<file path="src/rtl/epsilon_arbiter.sv">
// epsilon_arbiter
//   Shares one epsilon datapath stage between requesters A and B. Samples are
//   accepted over valid/ready handshakes, at most one per cycle, alternating
//   round-robin. Each issue is tagged and the returning stage result is routed
//   to the originating requester. The block also owns the stage reset and keeps
//   the stage in reset long enough to drain in-flight data.
//
//   state | meaning
//   HOLD  | stage held in reset, drain counter running, no accepts
//   RUN   | stage live, requesters may be accepted
//
// Ports
//   clk, reset             clock, async active-low reset
//   a_valid/a_data/a_ready requester A handshake
//   b_valid/b_data/b_ready requester B handshake
//   d_out                  registered sample to the stage
//   e_in                   stage result
//   stage_reset            registered, active-high stage reset
//   ya_valid/ya_data       registered result for A (no backpressure)
//   yb_valid/yb_data       registered result for B (no backpressure)
module epsilon_arbiter #(
  parameter int WIDTH   = 20,
  parameter int LATENCY = 1
) (
  input  logic                    clk,
  input  logic                    reset,
  input  logic                    a_valid,
  input  logic signed [WIDTH-1:0] a_data,
  output logic                    a_ready,
  input  logic                    b_valid,
  input  logic signed [WIDTH-1:0] b_data,
  output logic                    b_ready,
  output logic signed [WIDTH-1:0] d_out,
  input  logic signed [WIDTH-1:0] e_in,
  output logic                    stage_reset,
  output logic                    ya_valid,
  output logic signed [WIDTH-1:0] ya_data,
  output logic                    yb_valid,
  output logic signed [WIDTH-1:0] yb_data
);

  localparam int CW = $clog2(LATENCY + 2);
  localparam logic [CW-1:0] CNT_INIT = CW'(LATENCY + 1);

  typedef enum logic {HOLD, RUN} state_t;
  typedef enum logic [1:0] {TAG_NONE, TAG_A, TAG_B} tag_t;

  state_t          state, state_nxt;
  logic [CW-1:0]   cnt, cnt_nxt;
  logic            ptr;              // 0: A has priority, 1: B has priority
  tag_t            tag_in;
  tag_t            pipe [LATENCY+1];
  logic            acc_a, acc_b;

  always_comb begin
    state_nxt = state;
    cnt_nxt   = cnt;
    a_ready   = 1'b0;
    b_ready   = 1'b0;
    unique case (state)
      HOLD: begin
        if (cnt == '0) state_nxt = RUN;
        else           cnt_nxt   = cnt - CW'(1);
      end
      RUN: begin
        // Ties resolve to the pointer; a lone requester always wins.
        a_ready = (ptr == 1'b0) | ~b_valid;
        b_ready = (ptr == 1'b1) | ~a_valid;
      end
      default: state_nxt = HOLD;
    endcase
  end

  assign acc_a = a_valid & a_ready;
  assign acc_b = b_valid & b_ready;

  always_comb begin
    tag_in = TAG_NONE;
    if (acc_a)      tag_in = TAG_A;
    else if (acc_b) tag_in = TAG_B;
  end

  always_ff @(posedge clk or negedge reset) begin
    if (!reset) begin
      state       <= HOLD;
      cnt         <= CNT_INIT;
      stage_reset <= 1'b1;
      ptr         <= 1'b0;
      d_out       <= '0;
      ya_valid    <= 1'b0;
      ya_data     <= '0;
      yb_valid    <= 1'b0;
      yb_data     <= '0;
      for (int i = 0; i <= LATENCY; i++) pipe[i] <= TAG_NONE;
    end else begin
      state       <= state_nxt;
      cnt         <= cnt_nxt;
      stage_reset <= (state_nxt == HOLD);
      if (acc_a) begin
        d_out <= a_data;
        ptr   <= 1'b1;
      end else if (acc_b) begin
        d_out <= b_data;
        ptr   <= 1'b0;
      end
      // Tag reaches the head on the edge the stage result is on e_in.
      pipe[0] <= tag_in;
      for (int i = 1; i <= LATENCY; i++) pipe[i] <= pipe[i-1];
      ya_valid <= (pipe[LATENCY] == TAG_A);
      yb_valid <= (pipe[LATENCY] == TAG_B);
      if (pipe[LATENCY] == TAG_A) ya_data <= e_in;
      if (pipe[LATENCY] == TAG_B) yb_data <= e_in;
    end
  end

endmodule

</file>
<file path="config.mk">
export PLATFORM = sky130hd
export DESIGN_NAME = epsilon_arbiter
export DESIGN_NICKNAME = d
export VERILOG_FILES = /design/src/rtl/epsilon_arbiter.sv
export SDC_FILE = /design/constraint.sdc
export NUM_CORES = 1
export LEC_CHECK = 0
export BUFFER_PORTS_ARGS = -buffer_cell sky130_fd_sc_hd__buf_4
export CORE_MARGIN = 2
export CORE_UTILIZATION = 46
export CTS_BUF_LIST = sky130_fd_sc_hd__clkbuf_16
export CTS_CLUSTER_DIAMETER = 40
export CTS_CLUSTER_SIZE = 14
export DETAILED_ROUTE_END_ITERATION = 16
export HOLD_SLACK_MARGIN = 0.06
export PLACE_DENSITY = 0.76
export SLEW_MARGIN = 25
export SYNTH_ARGS = -nofsm -noshare
export SYNTH_HDL_FRONTEND = slang
export SYNTH_SLANG_ARGS = --single-unit
</file>
<file path="constraint.sdc">
create_clock -name clk -period 1.4 [get_ports clk]
set_input_delay 0.35 -clock clk [delete_from_list [all_inputs] [get_ports clk]]
set_output_delay 0.35 -clock clk [all_outputs]
set_load 0.05 [all_outputs]
</file>
; ---- Yosys cells after proc, flatten, opt, wreduce, memory -nomap -nowiden
; Cells that the tools add are included.
[totals]
regBits = 71
[op_classes]
reduce_logical = 3
n_bitwise = 10
eq_ne = 2
muxes = 10
addsub = 1
[ops]
columns = operator, n
row1 = $mux 20, 2
row2 = $mux 1, 6
row3 = $not 1->1, 6
row4 = $mux 2, 2
row5 = $and 1x1->1, 2
row6 = $eq 2x1->1 const B, 1
row7 = $eq 2x2->1 const B, 1
row8 = $logic_not 2->1, 1
row9 = $or 1x1->1, 2
row10 = $reduce_and 2->1, 1
row11 = $reduce_bool 2->1, 1
row12 = $sub 2x1->2 const B, 1

; ---- Depth between registers and ports, before layout
; Gate-level depths: netlist (run 1).
[logic_depth]
ltp_word = 6
depth_mapped = 5
ltp_nobuf = 5

; ---- Worst setup path before layout (run 1)
; Ideal clock, no wire load.
[synth_path]
kind = register to output
startpoint = register state
endpoint = output port a_ready
stages_incl_launch_ff = 4
setup_slack_ns = -0.357
arrival_ns = 1.407
path_cell_list = dfrtp_1 -> inv_1 -> buf_2 -> a21oi_1
[synth_via]
elab_chain_cells = 1
[synth_lines]
columns = item, line
row1 = "start, declared", 48  ; state_t state, state_nxt;
row2 = "start signal, assigned", 96  ; state <= state_nxt;
row3 = $mux 1, 60  ; unique case (state)
row4 = "end, declared", 29  ; output logic a_ready,
; No other way between the ends.

; ---- Worst setup path after layout (run 1)
[layout_path]
startpoint = register ptr
endpoint = output port b_ready
[layout_via]
elab_chain_cells = 2
[layout_lines]
columns = item, line
row1 = "start, declared", 50  ; logic ptr;
row2 = "start signal, assigned", 88  ; ptr <= 1'b0;
row3 = "start signal, assigned", 101  ; ptr <= 1'b1;
row4 = "start signal, assigned", 104  ; ptr <= 1'b0;
row5 = $or 1x1->1, 68  ; b_ready = (ptr == 1'b1) | ~a_valid;
row6 = $mux 1, 60
row7 = "end, declared", 32  ; output logic b_ready,
; No other way between the ends.

==> results of run 1 <==
synth_stat cells (all sizes together):
| master | count |
|---|---|
| dfrtp | 69 |
| and2 | 1 |
| clkbuf | 1 |
| o21ai | 20 |
| and3 | 1 |
| mux2 | 40 |
| a21oi | 3 |
| ha | 1 |
| dfstp | 2 |
| buf | 13 |
| nor2b | 1 |
| a21bo | 1 |
| o21a | 1 |
| xnor2 | 1 |
| nor2 | 23 |
| a21boi | 1 |
| inv | 5 |
| nand2b | 2 |
| nand2 | 20 |
| a31oi | 21 |
path summary, 6_finish.rpt:
kind / start / endpoint / slack, ns / cells past startpoint
setup / recovery: ptr / b_ready / -0.13 / 3
hold / removal: e_in[6] / yb_data[6] / 0.26 / 2
setup reg to reg: ptr / d_out[6] / 0.15 / 5
hold reg to reg: pipe[2] / pipe[0] / 0.35 / 0
max in group asynchronous: reset / cnt[1] / 0.51 / 3
min in group asynchronous: reset / ya_data[15] / 0.58 / 3
layout make-up:
cell class / instances / share of cell area (%)
clock buffers: 9 / 5.280
clock inverters: 6 / 0.7040
inverters: 5 / 0.4400
multi-input cells: 137 / 22.65
flip-flops and latches: 71 / 41.74
well taps: 75 / 2.200
repair buffers: 142 / 26.99
state kept, by name, summed over array words and instances (netlist names), 2 cells and up:
register	flops
d_out	20
ya_data	20
yb_data	20
pipe	4
cnt	2
power groups by stage:
stage,clock network [mW],registers [mW],logic (mW)
after floorplan,0,3.82,0.473
after global placement,0,2.61,2.56
after detailed placement,0,2.63,2.59
after CTS,1.98,2.59,2.61
after global routing,2.08,2.64,2.72
final,1.93,2.59,2.59
metrics by stage:
| stage | setup TNS, ns | instance area [um^2] | setup WS, ns | std cells | total power, mW |
|---|---|---|---|---|---|
| after detailed placement | 0 | 3964 | 0.1396 | 427 | 5.215 |
| after global routing | -0.3505 | 4265 | -0.1778 | 445 | 7.436 |
| after floorplan | 0 | 2849 | 0.06230 | 227 | 4.290 |
| after global placement | 0 | 3964 | 0.1625 | 427 | 5.170 |
| after CTS | -0.2597 | 4262 | -0.1316 | 445 | 7.183 |
| final | -0.2434 | 4265 | -0.1261 | 445 | 7.112 |
timing repair:
action / in CTS / in global routing
endpoints found under the setup margin: 2 / 3
hold endpoints to repair: 69 / 0
hold buffers: 1 / 0
setup buffers: 2 / 0
resized for setup: 4 / 2
logic make-up (layout without fill, tap and decap cells):
kind of cell | count (synthesis) | in the layout | synth area share, %
AND/OR/NAND/NOR | 48 | 48 | 6.878
XOR/XNOR | 1 | 1 | 0.3087
adder cells (fa/ha/maj) | 1 | 1 | 0.4408
AO/OA/AOI/OAI | 47 | 47 | 9.700
multiplexers | 40 | 40 | 15.87
flip-flops | 71 | 71 | 62.70
buffers and inverters | 19 | 162 | 4.100
worst reg2reg max path: cells and delay by family (launching register included):
kind / cells / cell delay (ns)
DFF: 1 / 0.41
AOI/OAI and AO/OA: 2 / 0.38
buffers and inverters: 2 / 0.33
and+or+nand+nor: 1 / 0.06
routing by layer:
| layer | global-route usage, % | vias to the layer above | part of all wire [%] |
|---|---|---|---|
| met5 | 0 | - | 0 |
| met4 | 4.426 | 0 | 0.56 |
| met3 | 9.674 | 5 | 12 |
| met2 | 31.85 | 104 | 47 |
| met1 | 22.98 | 1024 | 40 |
| li1 | - | 1074 | - |
==> results.md, run 1 <==
- Die area: 6813 um^2
- # IOs: 129
- Clk Latency, worst-skew pair: 0.32 ns
- Crit end category: output pin
- TritonCTS Buffers: 9
- Post-layout min period: 1.526 ns
- Synth unique cells: 24
- Root buffer cell: clkbuf_16
- Gp weighted congestion: 0.6905
- Clk pwr share: 27.2%
- Switching pwr: 2.636 mW
- Sequential power share: 36.4%
- Worst min path class: in -> reg
- Critical Path AT: 1.18 ns
- Post-Syn Area: 2838 um^2
- FILL cells: 419
- Total wire length: 6258 um
- Switching share of power: 37.07%
- CTS tree: built
- Crit path max-delay family: flip-flops
- Area share of the largest cell type after synthesis: 60.85%
- Syn Inst Count: 227
- Final setup fails: 2
- Drt first-iter violations: 71
- Sequential area share after synthesis: 62.70%
- Total GRT Usage: 19.41%
- Slew Viols, Final: 0
- Synth warnings: 0
- H-tree Lvls: 3
- Critical path fanouts, max: 4
- Row count: 28
- Slew headroom: 75.79%
- Outcome: finished, violations left
- Area contributors post-synth: dfrtp_1 (61%), mux2_2 (14%), a31oi_1 (4.6%)
- FMAX: 655.3 MHz
- Max incr delay on CP: 0.41 ns
- Cell Pwr Density: 1667 nW/um^2
- PortBufs: 128
- Cells along the critical path: nand2b_4, and2_4, buf_6
- Chip width: 82.54 um
- Worst slew pin tran: 0.3631 ns
- LEAKAGE: 2.029 nW
- Worst clock skew: 0.003858 ns
- Multi-input gate area: 965.9 um^2
- Number of buffers and inverters on the critical path: 1
- Area leader, netlist: dfrtp_1
- Vias in the first global route: 2,174
- Final Hold Fails: 0
- Diode count: 0
- GRT overflow: 0
- Largest net degree at the start of global routing: 72
- Clk slew on worst S/H paths: 0.05 ns
- DP HPWL: 4476 um
- DRC: 0
- First-pass GRT wire length: 9811 um
- Starting Density: 47.65%
- Fin util: 71.62%
- Int Pwr: 4.476 mW
- First drt pass iteration count: 4
- Core area: 5956 um^2
- Crit-path slowest cell: dfrtp_1
- TritonCTS Sinks: 71
- Detail Route Antenna Nets: 0
- Share of post-route cells with drive strength above 1: 53.78%
- Layout area overhead: 50.31%
- Worst hold margin: 0.2597 ns
- Initial antenna violation count: 0
- CP Launch Type: register
- Leading cell type in the layout, fill and taps excluded: buf_4
- Final period util: 109.0%
- FF+latch area: 1780 um^2
- RSZ-0062 raised after global routing: yes
- Chip height: 82.54 um
- Setup WS post-layout: -0.1261 ns
- Worst path required time: 1.05 ns
- Worst vdd ir: 947.5 uV
- Max clock buf depth: 2
- Nets: 431
- WL/cell: 14.06 um
- Violated checks: negative setup slack
- Max Cap Viol: 0
- Mapped Avg Cell Area: 12.50 um^2
- Seq cells post-synth: 71
- DR vias: 2,207
- Critical path class: reg -> out
- Most frequent cells in the layout: buf_4 (133), dfrtp_1 (68), mux2_2 (35)
- Syn_nets: 292
- Combinational Power Share: 36.4%
- Via density: 4.960
(Power assumes the default switching activity.)
==> run 2, diff against run 1 <==
Settings changed: CELL_PAD_IN_SITES_DETAIL_PLACEMENT set to 1, CELL_PAD_IN_SITES_GLOBAL_PLACEMENT set to 1, CORE_UTILIZATION 46 to 35.
==> run 2 against run 1 <==
Net effect: the run still ends with negative setup slack left; via count grew 1.7%; total power grew 7.1%; global-route usage fell by 2.5 points; fmax grew 0.71%; cell count is 6.3% higher.
==> results.md, run 2 (synthesis gave the netlist of run 1 again) <==
- Gp weighted congestion: 0.6632
- Crit path max-delay family: flip-flops
- TritonCTS Buffers: 9
- Total wire length: 7121 um
- Diode count: 0
- Outcome: finished, violations left
- Drt first-iter violations: 42
- TritonCTS Sinks: 71
- Hold_sp: e_in[5]
- Crit end category: output pin
- Starting Density: 36.35%
- WHS Path Cells: 2
- Setup TNS Final: -0.2277 ns
- FMAX: 659.9 MHz
- Worst path required time: 1.05 ns
- LEAKAGE: 2.052 nW
- Post-layout min period: 1.515 ns
- # IOs: 129
- Flop2flop setup slack: 0.07 ns
- DP HPWL: 5293 um
- WL/cell: 15.05 um
- First drt pass iteration count: 4
- Critical Path AT: 1.17 ns
- Share of post-route cells with drive strength above 1: 54.18%
- Max clock buf depth: 2
- Worst clock skew: 0.006655 ns
- Clk slew on worst S/H paths: 0.06 ns
- Crit-path slowest cell: dfrtp_1
- Worst R2R End: d_out[18]
- Placed cell count: 455
- Detail Route Antenna Nets: 0
- Worst slew pin tran: 0.3397 ns
- Clk Latency, worst-skew pair: 0.32 ns
- Worst hold path endpoint: yb_data[5]
- Worst vdd ir: 620.0 uV
- CP Launch Type: register
- Final setup fails: 2
- Die area: 8844 um^2
- Row count: 32
- Cell Pwr Density: 1749 nW/um^2
- Violated checks: negative setup slack
- Chip height: 94.05 um
- Most frequent cells in the layout: buf_4 (134), dfrtp_1 (68), mux2_2 (35)
- H-tree Lvls: 3
- DR vias: 2,245
- Worst r2r src: ptr
- Final period util: 108.2%
- CTS tree: built
- Cell count along the critical path: 3
- Biggest regs: d_out: 20 flops, ya_data: 20 flops, yb_data: 20 flops
- Nets: 431
- Cells along the critical path: buf_4, a21oi_4, buf_8
- DRC: 0
- Max incr delay on CP: 0.40 ns
- Core area: 7807 um^2
- GRT overflow: 0
- Vias in the first global route: 2,363
- Max Cap Viol: 0
- Leading cell type in the layout, fill and taps excluded: buf_4
- Total GRT Usage: 16.92%
- Largest net degree at the start of global routing: 37
- Chip width: 94.05 um
- Final Non-Filler Cells: 473
- Final Hold Fails: 0
- Worst min path class: in -> reg
- Layout area overhead: 53.53%
- Via density: 4.746
- Slew headroom: 77.27%
- Number of buffers and inverters on the critical path: 2
- Setup WS post-layout: -0.1153 ns
- Root buffer cell: clkbuf_16
- Critical path class: reg -> out
- RSZ-0062 raised after global routing: yes
- First-pass GRT wire length: 11,440 um
- Reg2Reg Depth: 5
- Slew Viols, Final: 0
- Critical path fanouts, max: 3
- Initial antenna violation count: 0
- PortBufs: 128
==> run 2: power breakdown <==
group	internal, mW	switching (mW)
clock	1.56	0.859
sequential	2.41	0.191
combinational	0.907	1.70
==> run 2: worst max-delay path by stage <==
stage            start   endpoint
4_1_cts            ptr    a_ready
5_1_grt            ptr    a_ready
6_report           ptr    a_ready
3_5_place_dp   b_valid  d_out[12]
3_3_place_gp   b_valid  d_out[18]
2_1_floorplan      ptr    b_ready
==> run 2: metrics by stage <==
step	area, um^2	setup slack [ns]	hold slack (ns)	power (mW)	util, %
floorplan	2849	0.06230	0.05441	4.290	-
global placement	3993	0.1137	0.3341	5.186	51.14
detailed placement	3993	0.07383	0.3356	5.244	51.14
CTS	4357	-0.1319	0.2372	7.728	55.80
global route	4357	-0.1561	0.2474	7.959	55.80
finish	4357	-0.1153	0.2452	7.620	55.80
==> run 2: cell type report <==
class	instances	area, um^2
clock inverters	7	95.09
flip-flops and latches	71	1780
repair buffers	142	1146
multi-input cells	137	963.4
well taps	102	127.6
inverters	5	18.77
fillers	857	3451
clock buffers	9	225.2
==> run 2: layer usage <==
layer / wire length [um] / track usage [%] / up-vias / share of wire, %
met3: 767 / 6.581 / 5 / 11
met1: 2916 / 20.46 / 1070 / 41
met5: 0 / 0 / - / 0
li1: - / - / 1067 / -
met4: 60 / 5.435 / 0 / 0.84
met2: 3376 / 27.80 / 103 / 47
==> run 2: timing repair <==
| item | in CTS | in global routing |
|---|---|---|
| buffers inserted | 1 | 0 |
| endpoints found under the setup margin | 2 | 2 |
| gates resized for setup | 7 | 0 |
| endpoints found under the hold margin | 69 | 0 |
| hold buffers | 1 | 0 |
